[src/rtl/mem_xfer_seq.sv]
// mem_xfer_seq: ARM memory-stage transfer sequencer for single, halfword and LDM/STM transfers.
// Define MEMSEQ_ALIGN_CHK_EN to turn on start-address alignment faults.
module mem_xfer_seq #(
    parameter int ADDR_W = 32,
    parameter int NREG   = 16,
    parameter int IDX_W  = 4
) (
    input  logic              CLK,
    input  logic              RESET_N,
    input  logic              START,
    input  logic [31:0]       OPCODE,
    input  logic [ADDR_W-1:0] BASE,
    input  logic [ADDR_W-1:0] OFFSET,
    input  logic              MEM_READY,
    output logic              BUSY,
    output logic              MEM_EN,
    output logic [ADDR_W-1:0] MEM_ADDR,
    output logic              READ_MEM,
    output logic [1:0]        B_HW_W,
    output logic              SIGNED,
    output logic [IDX_W-1:0]  REG_IDX,
    output logic              WB_EN,
    output logic [ADDR_W-1:0] WB_ADDR,
    output logic              DONE,
    output logic              ALIGN_FAULT
);
    localparam int CNT_W = $clog2(NREG + 1);

    typedef enum logic [1:0] {IDLE, SETUP, XFER, FINISH} state_t;

    state_t            state_q, state_d;
    logic [27:0]       op_q, op_d;
    logic [ADDR_W-1:0] base_q, base_d, off_q, off_d;
    logic [ADDR_W-1:0] addr_q, addr_d, wb_addr_q, wb_addr_d;
    logic [NREG-1:0]   list_q, list_d, list_nx;
    logic [IDX_W-1:0]  idx_q, idx_d;
    logic [1:0]        size_q, size_d;
    logic              rd_q, rd_d, sgn_q, sgn_d, blk_q, blk_d, wb_q, wb_d, fault_q, fault_d;

    logic              is_blk, is_sgl, is_hw, valid, fault, s_sgn;
    logic [1:0]        s_size;
    logic [ADDR_W-1:0] off, eff, n4, up, dn, s_addr;
    logic              unused_op;

    function automatic logic [IDX_W-1:0] lowest(input logic [NREG-1:0] l);
        lowest = '0;
        for (int i = NREG - 1; i >= 0; i--)
            if (l[i]) lowest = IDX_W'(i);
    endfunction

    function automatic logic [CNT_W-1:0] popcnt(input logic [NREG-1:0] l);
        popcnt = '0;
        for (int i = 0; i < NREG; i++) popcnt = popcnt + CNT_W'(l[i]);
    endfunction

    assign unused_op = ^{OPCODE[31:28], op_q[19:16]};

    // Decode of the latched instruction, consumed in SETUP.
    assign is_blk = op_q[27:25] == 3'b100;
    assign is_sgl = op_q[27:26] == 2'b01;
    assign is_hw  = op_q[27:25] == 3'b000 && op_q[7] && op_q[4] && op_q[6:5] != 2'b00;
    assign off    = is_sgl ? (op_q[25] ? off_q : ADDR_W'(op_q[11:0]))
                           : (op_q[22] ? ADDR_W'({op_q[11:8], op_q[3:0]}) : off_q);
    assign eff    = op_q[23] ? base_q + off : base_q - off;
    assign n4     = ADDR_W'(popcnt(op_q[NREG-1:0])) << 2;
    assign up     = base_q + n4;
    assign dn     = base_q - n4;
    assign s_addr = is_blk ? (op_q[23] ? base_q + ADDR_W'({op_q[24], 2'b00})
                                       : dn + ADDR_W'({!op_q[24], 2'b00}))
                           : (op_q[24] ? eff : base_q);
    assign s_size = is_blk ? 2'b10 : is_sgl ? (op_q[22] ? 2'b00 : 2'b10) : {1'b0, op_q[5]};
    assign s_sgn  = is_hw && op_q[6];
    assign valid  = is_blk ? |op_q[NREG-1:0] : is_sgl || is_hw;
`ifdef MEMSEQ_ALIGN_CHK_EN
    assign fault  = valid && (s_size == 2'b10 ? s_addr[1:0] != 2'b00 : s_size == 2'b01 && s_addr[0]);
`else
    assign fault  = 1'b0;
`endif

    assign list_nx = list_q & ~(NREG'(1) << idx_q);

    always_comb begin
        state_d   = state_q;
        op_d      = op_q;
        base_d    = base_q;
        off_d     = off_q;
        addr_d    = addr_q;
        wb_addr_d = wb_addr_q;
        list_d    = list_q;
        idx_d     = idx_q;
        size_d    = size_q;
        rd_d      = rd_q;
        sgn_d     = sgn_q;
        blk_d     = blk_q;
        wb_d      = wb_q;
        fault_d   = fault_q;
        case (state_q)
            IDLE: if (START) begin
                op_d    = OPCODE[27:0];
                base_d  = BASE;
                off_d   = OFFSET;
                state_d = SETUP;
            end
            SETUP: begin
                addr_d    = s_addr;
                size_d    = s_size;
                sgn_d     = s_sgn;
                rd_d      = op_q[20];
                blk_d     = is_blk;
                list_d    = op_q[NREG-1:0];
                idx_d     = is_blk ? lowest(op_q[NREG-1:0]) : IDX_W'(op_q[15:12]);
                wb_addr_d = is_blk ? (op_q[23] ? up : dn) : eff;
                wb_d      = valid && !fault && (is_blk ? op_q[21] : op_q[21] || !op_q[24]);
                fault_d   = fault;
                state_d   = valid && !fault ? XFER : FINISH;
            end
            XFER: if (MEM_READY) begin
                if (!blk_q || list_nx == '0) state_d = FINISH;
                else begin
                    addr_d = addr_q + ADDR_W'(4);
                    idx_d  = lowest(list_nx);
                    list_d = list_nx;
                end
            end
            default: state_d = IDLE;
        endcase
    end

    always_ff @(posedge CLK or negedge RESET_N) begin
        if (!RESET_N) begin
            state_q   <= IDLE;
            op_q      <= '0;
            base_q    <= '0;
            off_q     <= '0;
            addr_q    <= '0;
            wb_addr_q <= '0;
            list_q    <= '0;
            idx_q     <= '0;
            size_q    <= '0;
            rd_q      <= 1'b0;
            sgn_q     <= 1'b0;
            blk_q     <= 1'b0;
            wb_q      <= 1'b0;
            fault_q   <= 1'b0;
        end else begin
            state_q   <= state_d;
            op_q      <= op_d;
            base_q    <= base_d;
            off_q     <= off_d;
            addr_q    <= addr_d;
            wb_addr_q <= wb_addr_d;
            list_q    <= list_d;
            idx_q     <= idx_d;
            size_q    <= size_d;
            rd_q      <= rd_d;
            sgn_q     <= sgn_d;
            blk_q     <= blk_d;
            wb_q      <= wb_d;
            fault_q   <= fault_d;
        end
    end

    assign BUSY        = state_q != IDLE;
    assign MEM_EN      = state_q == XFER;
    assign DONE        = state_q == FINISH;
    assign WB_EN       = state_q == FINISH && wb_q;
    assign ALIGN_FAULT = state_q == FINISH && fault_q;
    assign MEM_ADDR    = addr_q;
    assign WB_ADDR     = wb_addr_q;
    assign READ_MEM    = rd_q;
    assign B_HW_W      = size_q;
    assign SIGNED      = sgn_q;
    assign REG_IDX     = idx_q;
endmodule

[config.mk]
export PLATFORM = sky130hd
export DESIGN_NAME = mem_xfer_seq
export DESIGN_NICKNAME = d
export VERILOG_FILES = /design/src/rtl/mem_xfer_seq.sv
export SDC_FILE = /design/constraint.sdc
export NUM_CORES = 1
export LEC_CHECK = 0
export CAP_MARGIN = 10
export CORE_UTILIZATION = 35
export CTS_CLUSTER_SIZE = 25
export DETAILED_ROUTE_END_ITERATION = 6
export DONT_BUFFER_PORTS = 1
export MAX_ROUTING_LAYER = met4
export PLACE_DENSITY = 0.57
export SKIP_CTS_REPAIR_TIMING = 1
export SLEW_MARGIN = 30
export SYNTH_ARGS = -nofsm -noshare
export SYNTH_HDL_FRONTEND = slang
export SYNTH_SLANG_ARGS = --single-unit
[constraint.sdc]
create_clock -name CLK -period 9 [get_ports CLK]
set_input_delay 0 -clock CLK [delete_from_list [all_inputs] [get_ports CLK]]
set_output_delay 0 -clock CLK [all_outputs]
set_load 0.02 [all_outputs]
==> results of run 1 <==
-- cell usage after synthesis, types with 31 or more instances --
cell | instances | area share
inv_1 | 79 | 0.018
xor2_1 | 47 | 0.025
xnor2_1 | 68 | 0.037
ha_1 | 59 | 0.046
dfrtp_1 | 180 | 0.28
a21oi_1 | 140 | 0.043
nand4_1 | 31 | 0.012
and3_1 | 31 | 0.012
nand2_1 | 184 | 0.043
a21o_1 | 37 | 0.017
mux2_2 | 101 | 0.070
nand3_1 | 60 | 0.019
a31oi_1 | 38 | 0.015
nor3_1 | 63 | 0.020
clkbuf_1 | 91 | 0.021
o21ai_0 | 127 | 0.039
mux2i_1 | 33 | 0.020
nor2_1 | 172 | 0.040
-- worst register-to-register path: cells and delay by family (launching register included) --
kind | cells | cell delay, ps
buffers and inverters | 3 | 450
AOI/OAI and AO/OA | 5 | 1470
and+or+nand+nor | 4 | 1000
DFF | 1 | 510
adders and majority gates | 7 | 3100
xor gates and xnor gates | 2 | 810
-- final cells by class --
| class | count | share of cell area |
|---|---|---|
| clock buffer | 18 | 0.0243 |
| clock inverter | 14 | 0.00990 |
| inverter | 79 | 0.0164 |
| multi-input combinational | 1598 | 0.598 |
| sequential | 180 | 0.249 |
| tap | 600 | 0.0415 |
| timing repair buffer | 112 | 0.0601 |
-- stage by stage --
step	cells	cell area, um^2	worst slack (ps)	utilization
3_5_place_dp	2478	16500	1620	0.363
6_report	2601	18100	1510	0.397
2_1_floorplan	1995	16200	2360	-
3_3_place_gp	2478	16500	1700	0.363
4_1_cts	2510	17100	1600	0.377
5_1_grt	2601	18100	1190	0.397
-- kinds of logic (layout without fill, tap and decap cells) --
group / Yosys count / count (layout) / synth area share
multiplexers: 134 / 134 / 0.0908
flip-flops: 180 / 180 / 0.279
AND/OR/NAND/NOR: 686 / 686 / 0.210
XOR/XNOR: 115 / 115 / 0.0623
buffers and inverters: 217 / 223 / 0.0539
AO/OA/AOI/OAI: 590 / 590 / 0.242
adder cells (fa/ha/maj): 72 / 72 / 0.0618
other: 1 / 1 / 0.000232
-- state kept, by name, indices dropped and copies added (netlist names), 4 cells and up --
signal	count
MEM_ADDR	32
WB_ADDR	32
base_q	32
off_q	32
op_q	24
list_q	16
REG_IDX	4
-- layout by cell type, fill, tap and decap left out, types with 31 or more instances in the layout --
cell,n
nor2_1,172
nand2_1,182
mux2i_1,33
dfrtp_1,179
mux2_2,101
nand3_1,60
dlygate4sd3_1,90
ha_1,57
xor2_1,47
o21ai_0,127
xnor2_1,68
a21oi_1,138
a21o_1,37
nor3_1,63
inv_1,79
a31oi_1,38
and3_1,31
nand4_1,31
-- worst max path at each step --
stage,end,slack (ps),depth (start not counted)
after floorplan,MEM_ADDR[30],2360,24
after global placement,MEM_ADDR[23],1700,21
after detailed placement,MEM_ADDR[23],1620,21
after CTS,MEM_ADDR[23],1600,21
after global routing,MEM_ADDR[23],1190,21
final,MEM_ADDR[23],1510,21
-- routing by layer --
layer | part of all wire | GRT usage
met2 | 0.42 | 0.365
met3 | 0.083 | 0.0751
met1 | 0.48 | 0.366
met5 | 0 | -
met4 | 0.017 | 0.0624
==> out/metrics.yaml, run 1 <==
grt_pass1_wl_um: 89800
syn-num-nets: 2167
synth_edf_count: 0
synth_seq_area_share: 0.279
worst_slew_pin_slew_ps: 1050
slew_headroom: 0.302
reg2reg_slack_ps: 1510
drc: 0
drive_above_1_share: 0.0995
fin_crit_ps: 7490
dp_hpwl_um: 45100
fill_cells: 4706
setup_viol: 0
die_area_um2: 47000
fin_crit_sh: 0.833
seq_area_um2: 4510
start_kind: "flop"
drtIter0Drc: 1652
clock_path_buffers: 2
clkSinkCount: 180
synthCells: 1995
coreArea_um2: 45500
ys_warn_count: 0
arrival_ps: 7860
multi_input_area_um2: 10800
synth-main-ff-cell: "dfrtp_1"
grt_pass1_vias: 14300
r2r_start: "op_q[0]"
whs_path_depth: 2
drv_slew: 0
ys_types: 92
synth-seq-cells: 180
track_usage: 0.261
gp_congestion: 0.946
portBuffers: 0
routed_wl_um: 59800
first_pass_iters: 6
crit_buf_inv: 3
min_to: "op_q[24]"
worst_clock_skew_ps: 14.9
r2r_end: "MEM_ADDR[23]"
cts_tree: "built"
crit_top_cell: "fa_1"
critPathLaunch: "op_q[0]"
whs_ps: 12.3
syn-cell-area_um2: 16200
antenna_cells: 0
fp.dieW_um: 217
hp-start: "START"
rsz0062_at_grt: "no"
clkSlewWorstSetupHoldPaths_ps: 80
syn_avg_cell_area_um2: 8.10
critical_path_class: "reg2reg"
vias_per_cell: 5.97
clock_latency_ps: 500
avgRoutedWirePerCell_um: 23.0
ant_nets: 0
required_ps: 9360
root_buffer: "clkbuf_16"
fin_setup_tns_ps: 0
antenna_found_initial: 0
initial_utilization: 0.355
rows: 78
synthArstFlopShare: 1.00
cap_violations: 0
reg2regPathDepth: 21
hold_viol_final: 0
crit_family: "adder cells"
cts_buffers: 17
end_kind: "flop"
nNetsFinal: 2160
clock.fmax_mhz: 133
critPathMaxStageDelay_ps: 630
grt_max_degree: 181
syn2layout_area_growth_pct: 11.8
overflow: 0
num_vias: 15500
die_height_um: 217
min_path_type: "in2reg"
boundaryPins: 177
worstPathCellList: "inv_1, fa_1, fa_1, fa_1, fa_1, inv_1, ha_1, fa_1, a21o_1, and2_1, ha_1, nor3_1, a211oi_1, buf_4, nand3_1, xnor2_1, o211ai_1, or3_1, xor2_1, o211ai_1, a21oi_1"
slowest_stage: "xnor2_1"
cts_max_level: 4
status: "completed"
cp_max_fo: 11
Power of run 1 is left out: the tool's default activity adds up to more than one toggle a clock period on the data nets, which glitch-free logic cannot reach.
==> inputs of run 2 (changes only) <==
==> constraint.sdc (replaced) <==
create_clock -name CLK -period 7.4 [get_ports CLK]
set_input_delay 0 -clock CLK [delete_from_list [all_inputs] [get_ports CLK]]
set_output_delay 0 -clock CLK [all_outputs]
set_load 0.02 [all_outputs]
==> run 2 against run 1 <==
Effect of this change: final area rose by 0.51%; clock skew fell by 1.1 ps; worst setup slack got worse by 1100 ps; critical endpoint is now MEM_ADDR[24]; hold slack improved by 37 ps; maximum frequency rose by 6.4%.
==> out/metrics.yaml, run 2 (synthesized netlist as in run 1, its figures left out) <==
status: "completed"
antenna_found_initial: 0  # unchanged
min_path_type: "in2reg"
fin_crit_sh: 0.951  # +0.119
wl_met2_um: 25000  # -0.94%
clock_latency_ps: 480  # -20 ps
drtIter0Drc: 1686  # +2.1%
wl_met3_um: 4200  # -15%
cts_tree: "built"
grt_max_degree: 181  # unchanged
track_usage: 0.261  # about the same
initial_utilization: 0.355  # unchanged
first_pass_iters: 5  # -1
cp_max_fo: 9  # -2
antenna_cells: 0  # unchanged
slew_headroom: 0.332  # +0.0302
worstPathCellList: "inv_1, fa_1, fa_1, fa_1, fa_1, inv_1, ha_1, fa_1, a21o_1, and2_1, ha_1, nor3_1, a2111oi_2, xor2_1, or4b_1, a21o_1, or4_1, nand4_1, a21oi_1, o41ai_1"
drive_above_1_share: 0.106  # +0.00654
r2r_end: "MEM_ADDR[24]"
arrival_ps: 7390  # -470 ps
min_to: "state_q[1]"
overflow: 0  # unchanged
rsz0062_at_grt: "no"
drc: 0  # unchanged
fp.dieW_um: 217  # unchanged
grt_pass1_vias: 14200  # -0.87%
critical_path_class: "reg2reg"
ant_nets: 0  # unchanged
start_kind: "flop"
crit_top_cell: "fa_1"
num_vias: 15700  # +0.89%
syn2layout_area_growth_pct: 12.4
end_kind: "flop"
grt_pass1_wl_um: 90300  # +0.49%
die_area_um2: 47000  # unchanged
top_layer_used: "met4"
hp-start: "MEM_READY"
routed_wl_um: 60300  # +0.82%
cap_violations: 0  # unchanged
vias_per_cell: 5.98  # +0.20%
fin_setup_tns_ps: 0  # unchanged
clkSlewWorstSetupHoldPaths_ps: 80  # about the same
dp_hpwl_um: 45600  # +1.0%
drv_slew: 0  # unchanged
slowest_stage: "a2111oi_2"
clock.fmax_mhz: 142  # +6.4%
die_height_um: 217  # unchanged
wl_met1_um: 29800  # +4.2%
setup_viol: 0  # unchanged
fin_crit_ps: 7040  # -453 ps
final_cell_mix: "nand2_1 (182), dfrtp_1 (179), nor2_1 (172)"
whs_path_depth: 4  # +2
cts_max_level: 4  # unchanged
rows: 78  # unchanged
reg2regPathDepth: 20  # -4.8%
coreArea_um2: 45500  # unchanged
required_ps: 7750  # -1610 ps
avgRoutedWirePerCell_um: 23.0  # +0.12%
worst_clock_skew_ps: 13.8  # -1.09 ps
reg2reg_slack_ps: 360  # -1150 ps
final_common_cell: "nand2_1"
critPathMaxStageDelay_ps: 560  # -70 ps
clock_path_buffers: 2  # unchanged
clkSinkCount: 180  # unchanged
hold_viol_final: 0  # unchanged
gp_congestion: 0.994  # +5.0%
r2r_start: "op_q[7]"
cts_buffers: 17  # unchanged
nNetsFinal: 2178  # +0.83%
worst_slew_pin_slew_ps: 1000  # -45.3 ps
boundaryPins: 177  # unchanged
root_buffer: "clkbuf_16"
portBuffers: 0  # unchanged
==> run 2: stage by stage <==
stage                     area [um^2]  std cells  worst slack, ps  utilization  hold slack, ps
after global placement          16600       2495              519        0.366            -289
after CTS                       17200       2527              414        0.379            -810
after floorplan                 16200       1995              765            -            -296
after detailed placement        16600       2495              434        0.366            -289
after global routing            18200       2619             16.0        0.399            69.6
final                           18200       2619              360        0.399            49.8
==> run 2: how the worst max path moves through the flow <==
stage	from	endpoint	slack, ps
after floorplan	op_q[5]	MEM_ADDR[30]	760
after global placement	op_q[7]	MEM_ADDR[24]	520
after detailed placement	op_q[7]	MEM_ADDR[24]	430
after CTS	op_q[7]	MEM_ADDR[24]	410
after global routing	op_q[7]	MEM_ADDR[24]	20
final	op_q[7]	MEM_ADDR[24]	360
==> run 2: area by class of cell <==
| class | count | area, um^2 |
|---|---|---|
| repair buffers | 130 | 1220 |
| clock buffers | 20 | 457 |
| well taps | 600 | 751 |
| clock inverters | 12 | 121 |
| fillers | 4697 | 27300 |
| multi-input cells | 1598 | 10800 |
| flip-flops and latches | 180 | 4510 |
| inverters | 79 | 297 |
==> run 2: critical path: cells and delay by family (launching register included) <==
kind | cells | cell delay [ps]
XOR/XNOR | 1 | 210
AND/OR/NAND/NOR | 5 | 1520
buffers and inverters | 2 | 190
AO/OA/AOI/OAI | 5 | 1440
adder cells (fa/ha/maj) | 7 | 3070
flip-flops | 1 | 490
==> run 2: metal layers <==
layer | track usage | vias to the layer above
li1 | - | 7357
met1 | 0.379 | 7653
met2 | 0.362 | 597
met3 | 0.0566 | 64
met4 | 0.0627 | 0
met5 | - | -
Power of run 2 is left out for the same reason.
